==> config.mk <==
export PLATFORM = sky130hd
export DESIGN_NAME = mem_block_mover
export DESIGN_NICKNAME = d
export VERILOG_FILES = /design/src/rtl/mem_block_mover.sv
export SDC_FILE = /design/constraint.sdc
export NUM_CORES = 1
export LEC_CHECK = 0
export ABC_AREA = 1
export ABC_CLOCK_PERIOD_IN_PS = 4100
export CAP_MARGIN = 20
export CORE_MARGIN = 2
export CORE_UTILIZATION = 58
export CTS_BUF_LIST = sky130_fd_sc_hd__clkbuf_4 sky130_fd_sc_hd__clkbuf_8 sky130_fd_sc_hd__clkbuf_16
export CTS_CLUSTER_DIAMETER = 150
export CTS_CLUSTER_SIZE = 16
export DETAILED_ROUTE_END_ITERATION = 7
export HOLD_SLACK_MARGIN = 0.02
export PLACE_DENSITY = 0.95
export SLEW_MARGIN = 15
export SYNTH_ARGS = -nofsm -noshare
export SYNTH_HDL_FRONTEND = slang
export SYNTH_SLANG_ARGS = --single-unit
==> constraint.sdc <==
create_clock -name clk -period 4.1 [get_ports clk]
set_input_delay 0.615 -clock clk [delete_from_list [all_inputs] [get_ports clk]]
set_output_delay 0.615 -clock clk [all_outputs]
set_load 0.02 [all_outputs]
==> src/rtl/mem_block_mover.sv <==
// Command-driven fill/copy engine in front of a single-port memory bank.
// Fill: done at L+2; copy: done at 2L+2; start is only sampled when idle.
module mem_block_mover #(
    parameter int ADDR_W = 8,
    parameter int DATA_W = 8
) (
    input  logic              clk,
    input  logic              rst,
    input  logic              start,
    input  logic              op,
    input  logic [ADDR_W-1:0] src_addr,
    input  logic [ADDR_W-1:0] dst_addr,
    input  logic [ADDR_W:0]   length,
    input  logic [DATA_W-1:0] fill_value,
    output logic              busy,
    output logic              done,
    output logic              err,
    output logic [ADDR_W-1:0] address,
    output logic [DATA_W-1:0] write_data,
    output logic              mem_write,
    output logic              mem_read,
    input  logic [DATA_W-1:0] read_data
);

    localparam logic [2:0] S_IDLE    = 3'd0;
    localparam logic [2:0] S_CHECK   = 3'd1;
    localparam logic [2:0] S_FILL    = 3'd2;
    localparam logic [2:0] S_COPY_RD = 3'd3;
    localparam logic [2:0] S_COPY_WR = 3'd4;
    localparam logic [2:0] S_DONE    = 3'd5;

    localparam logic [ADDR_W:0]   DEPTH   = {1'b1, {ADDR_W{1'b0}}};
    localparam logic [ADDR_W:0]   LEN_ONE = {{ADDR_W{1'b0}}, 1'b1};
    localparam logic [ADDR_W-1:0] IDX_ONE = {{(ADDR_W-1){1'b0}}, 1'b1};

    logic [2:0]        state;
    logic              op_r;
    logic [ADDR_W-1:0] src_r;
    logic [ADDR_W-1:0] dst_r;
    logic [ADDR_W:0]   len_r;
    logic [DATA_W-1:0] fill_r;
    logic [ADDR_W-1:0] idx;
    logic [ADDR_W:0]   rem;
    logic              desc_r;
    logic              err_r;

    // Copying towards higher addresses walks backwards so overlapping source bytes are read before being overwritten.
    logic              is_desc;
    logic [ADDR_W-1:0] idx_step;
    logic              last_byte;

    assign is_desc   = !op_r && (dst_r > src_r);
    assign idx_step  = desc_r ? idx - IDX_ONE : idx + IDX_ONE;
    assign last_byte = (rem == LEN_ONE);

    always_ff @(posedge clk) begin
        if (rst) begin
            state  <= S_IDLE;
            op_r   <= 1'b0;
            src_r  <= '0;
            dst_r  <= '0;
            len_r  <= '0;
            fill_r <= '0;
            idx    <= '0;
            rem    <= '0;
            desc_r <= 1'b0;
            err_r  <= 1'b0;
        end else begin
            case (state)
                S_IDLE: begin
                    if (start) begin
                        op_r   <= op;
                        src_r  <= src_addr;
                        dst_r  <= dst_addr;
                        len_r  <= length;
                        fill_r <= fill_value;
                        err_r  <= 1'b0;
                        state  <= S_CHECK;
                    end
                end
                S_CHECK: begin
                    if (len_r > DEPTH) begin
                        err_r <= 1'b1;
                        state <= S_DONE;
                    end else if (len_r == '0) begin
                        state <= S_DONE;
                    end else begin
                        desc_r <= is_desc;
                        idx    <= is_desc ? len_r[ADDR_W-1:0] - IDX_ONE : '0;
                        rem    <= len_r;
                        state  <= op_r ? S_FILL : S_COPY_RD;
                    end
                end
                S_FILL: begin
                    if (last_byte) begin
                        state <= S_DONE;
                    end else begin
                        idx <= idx_step;
                        rem <= rem - LEN_ONE;
                    end
                end
                S_COPY_RD: state <= S_COPY_WR;
                S_COPY_WR: begin
                    if (last_byte) begin
                        state <= S_DONE;
                    end else begin
                        idx   <= idx_step;
                        rem   <= rem - LEN_ONE;
                        state <= S_COPY_RD;
                    end
                end
                S_DONE:  state <= S_IDLE;
                default: state <= S_IDLE;
            endcase
        end
    end

    always_comb begin
        busy       = (state != S_IDLE);
        done       = (state == S_DONE);
        err        = (state == S_DONE) && err_r;
        address    = '0;
        write_data = '0;
        mem_write  = 1'b0;
        mem_read   = 1'b0;
        case (state)
            S_FILL: begin
                mem_write  = 1'b1;
                address    = dst_r + idx;
                write_data = fill_r;
            end
            S_COPY_RD: begin
                mem_read = 1'b1;
                address  = src_r + idx;
            end
            S_COPY_WR: begin
                mem_write  = 1'b1;
                address    = dst_r + idx;
                write_data = read_data;
            end
            default: ;
        endcase
    end

endmodule

==> results.toml <==
[run_status]
outcome = "finished, final reports clean"

[synthesis]
synth_area_leaders = "dfxtp_1 (30%), nand2_1 (11%), ha_1 (9.0%)"
synth_top_cell_by_area = "dfxtp_1"
postSynthNetCount = 660
syn_inst = 586
yosys_warnings = 0
synth_seq_cells = 56
netlist_area_sq_mm = 0.00377
synthDistinctLibCells = 31
synth_top_area_share_pct = 29.7
synth_area_per_cell_sq_um = 6.44
seq_area_frac_synth_pct = 29.7

[timing]
tightest_slew_ns = 0.760
relSlewSlack_pct = 49.3
fmax_mhz = 258
fin_skew_ns = 0.0106
report.final.setup_viol = 0
fin_crit_ns = 3.88
setup_ws_ns = 0.218
slew_violations = 0
final.period_utilization_pct = 94.7
final-hold-violation-count = 0
fin_tns_setup_ns = 0
hold_slack_ns = 0.458

[placed_design]
placed_cell_area_sq_mm = 0.00443
preCtsSetupSlack_ns = 0.313
dp_hpwl_microns = 7470
gp_congestion = 0.930
portBuffers = 65

[worst_setup_path]
crit_path_end_kind = "primary output"
cp_cell_sequence = "inv_1 > nor2_4 > nand2_4 > nand2_8 > buf_6 > nand2_1 > o21ai_0 > ha_1 > a21oi_1 > nand2_1 > a21oi_1 > inv_1 > nand2_1 > nand2_1 > nor2_1 > clkdlybuf4s50_1"
crit_slowest_cell = "clkdlybuf4s50_1"
crit_type = "reg -> out"
worstSetupStartpointType = "flop"
critPathMaxStageDelay_ns = 0.61
cp_common_cell = "nand2_1"
crit_arrival_ns = 3.27
rrSetupSlack_ns = 1.68
worstPathRequired_ns = 3.48
crit_path_max_fanout = 21

[hold_path]
hold_path.class = "reg -> reg"

[drt]
avgViaCountPerCell = 5.53
vias = 3971
avgRoutedWirePerCell_microns = 13.7
drt_drc_violations_left = 0
detail_route.first_pass.iterations = 5
first_iter_violations = 323
ant_nets = 0
routed_wirelength_microns = 9850

[die]
initial_core_util_pct = 59.8
die_h_microns = 84.6
rows = 29
core_sq_mm = 0.00631
die_w_microns = 84.6
die-area_sq_mm = 0.00716
ios = 66

[clocking]
numCtsBuffers = 5
htree_levels = 2
clkTransAtPathRegs_ns = 0.10
cts_resized = 1
cts_num_sinks = 56
post-cts-setup-buffer-count = 0
insertion_delay_ns = 0.32
cts_max_path_buffers = 2
hold_buffers = 0
cts_root_buf = "clkbuf_8"
cts_tree = "done"

[layout]
n_antenna_cell = 0
syn2layout_area_growth_pct = 21.7
multi_input_area_sq_mm = 0.00222
fill_cells = 465
design_area_sq_mm = 0.00459
final_util_pct = 72.7
regArea_sq_mm = 0.00112
drive_gt1_share_pct = 4.37
final_common_cell = "nand2_1"
layout_common_cells = "nand2_1 (109), inv_1 (90), nor2_1 (69)"
fin_nets = 714

[pwr]
p_int_w = 0.00162
clkPwrFrac_pct = 11.6
irDropWorstVdd_mv = 0.398
p_switching_w = 0.00159
sw_frac_of_total_pct = 49.5
power_frac_comb_pct = 60.6
power.density_mw_per_mm2 = 700
leakagePower_nw = 2.13
p_seq_share_pct = 27.7

[global_route]
grt_pass1_wl_microns = 16600
grt_max_degree = 43
grt-ovfl-total = 0
grt_pass1_vias = 3681
track_usage_pct = 27.9
antenna_found_initial = 0

[job]
cap_violations = 0
==> stage by stage <==
stage	std cells	total power, W
after global routing	718	0.00350
after detailed placement	709	0.00277
after floorplan	586	0.00232
final	718	0.00321
after global placement	709	0.00269
after CTS	717	0.00315
==> kinds of logic after synthesis <==
family,count (synthesis),share of synthesized area [%]
xor+xnor,9,2.09
buf+inv,114,12.2
simple gates,238,26.7
flops,56,29.7
fa+ha+maj,29,10.0
compound gates,140,19.3
==> registers in the layout, summed over array words and instances, names as in the netlist <==
register  flops
desc_r        1
len_r         9
rem           9
dst_r         8
op_r          1
err_r         1
idx           8
src_r         8
state         3
fill_r        8
==> synth_stat cells, drive strengths merged <==
cell and n:
nor3 7, inv 93, and2 1, nor2 74
xnor2 3, xor2 6, nand2 113, o21a 1
o211ai 3, fa 2, a21oi 64, ha 27
nand3 31, buf 10, nand4 9, dfxtp 56
a21o 1, nor3b 3, clkbuf 11, o21ai 70
a21boi 1
==> final timing paths <==
path                                 from    endpoint  depth (start not counted)
worst max-delay path             state[1]  address[7]                         16
worst min-delay path            fill_r[5]   fill_r[5]                          2
worst max register to register   len_r[3]      rem[6]                         10
worst min register to register  fill_r[5]   fill_r[5]                          2
==> worst max-delay path: cells and delay by family, from the launching register on <==
kind	cells	cell delay [ns]
buffers and inverters	4	0.98
AND/OR/NAND/NOR	8	0.80
flip-flops	1	0.43
AO/OA/AOI/OAI	3	0.41
adder cells (fa/ha/maj)	1	0.30
==> metal layers <==
| layer | track usage (%) | share of wire [%] | up-vias |
|---|---|---|---|
| li1 | - | - | 1990 |
| met1 | 35.5 | 43 | 1781 |
| met2 | 47.9 | 48 | 178 |
| met3 | 4.82 | 7.3 | 22 |
| met4 | 8.80 | 2.2 | 0 |
| met5 | 0 | 0 | - |
==> power by group through the flow <==
stage	Combinational [W]	Clock, W	Sequential, W
2_1_floorplan	0.00148	0	0.000841
3_3_place_gp	0.00181	0	0.000885
3_5_place_dp	0.00188	0	0.000895
4_1_cts	0.00190	0.000371	0.000884
5_1_grt	0.00219	0.000390	0.000912
6_report	0.00195	0.000374	0.000892
==> final cells by class <==
class	instances	area share, %
inverter	93	7.61
multi-input combinational	416	48.4
timing repair buffer	68	15.0
sequential	56	24.4
clock inverter	2	0.763
clock buffer	6	1.66
tap	77	2.10
(Power assumes the default switching activity.)
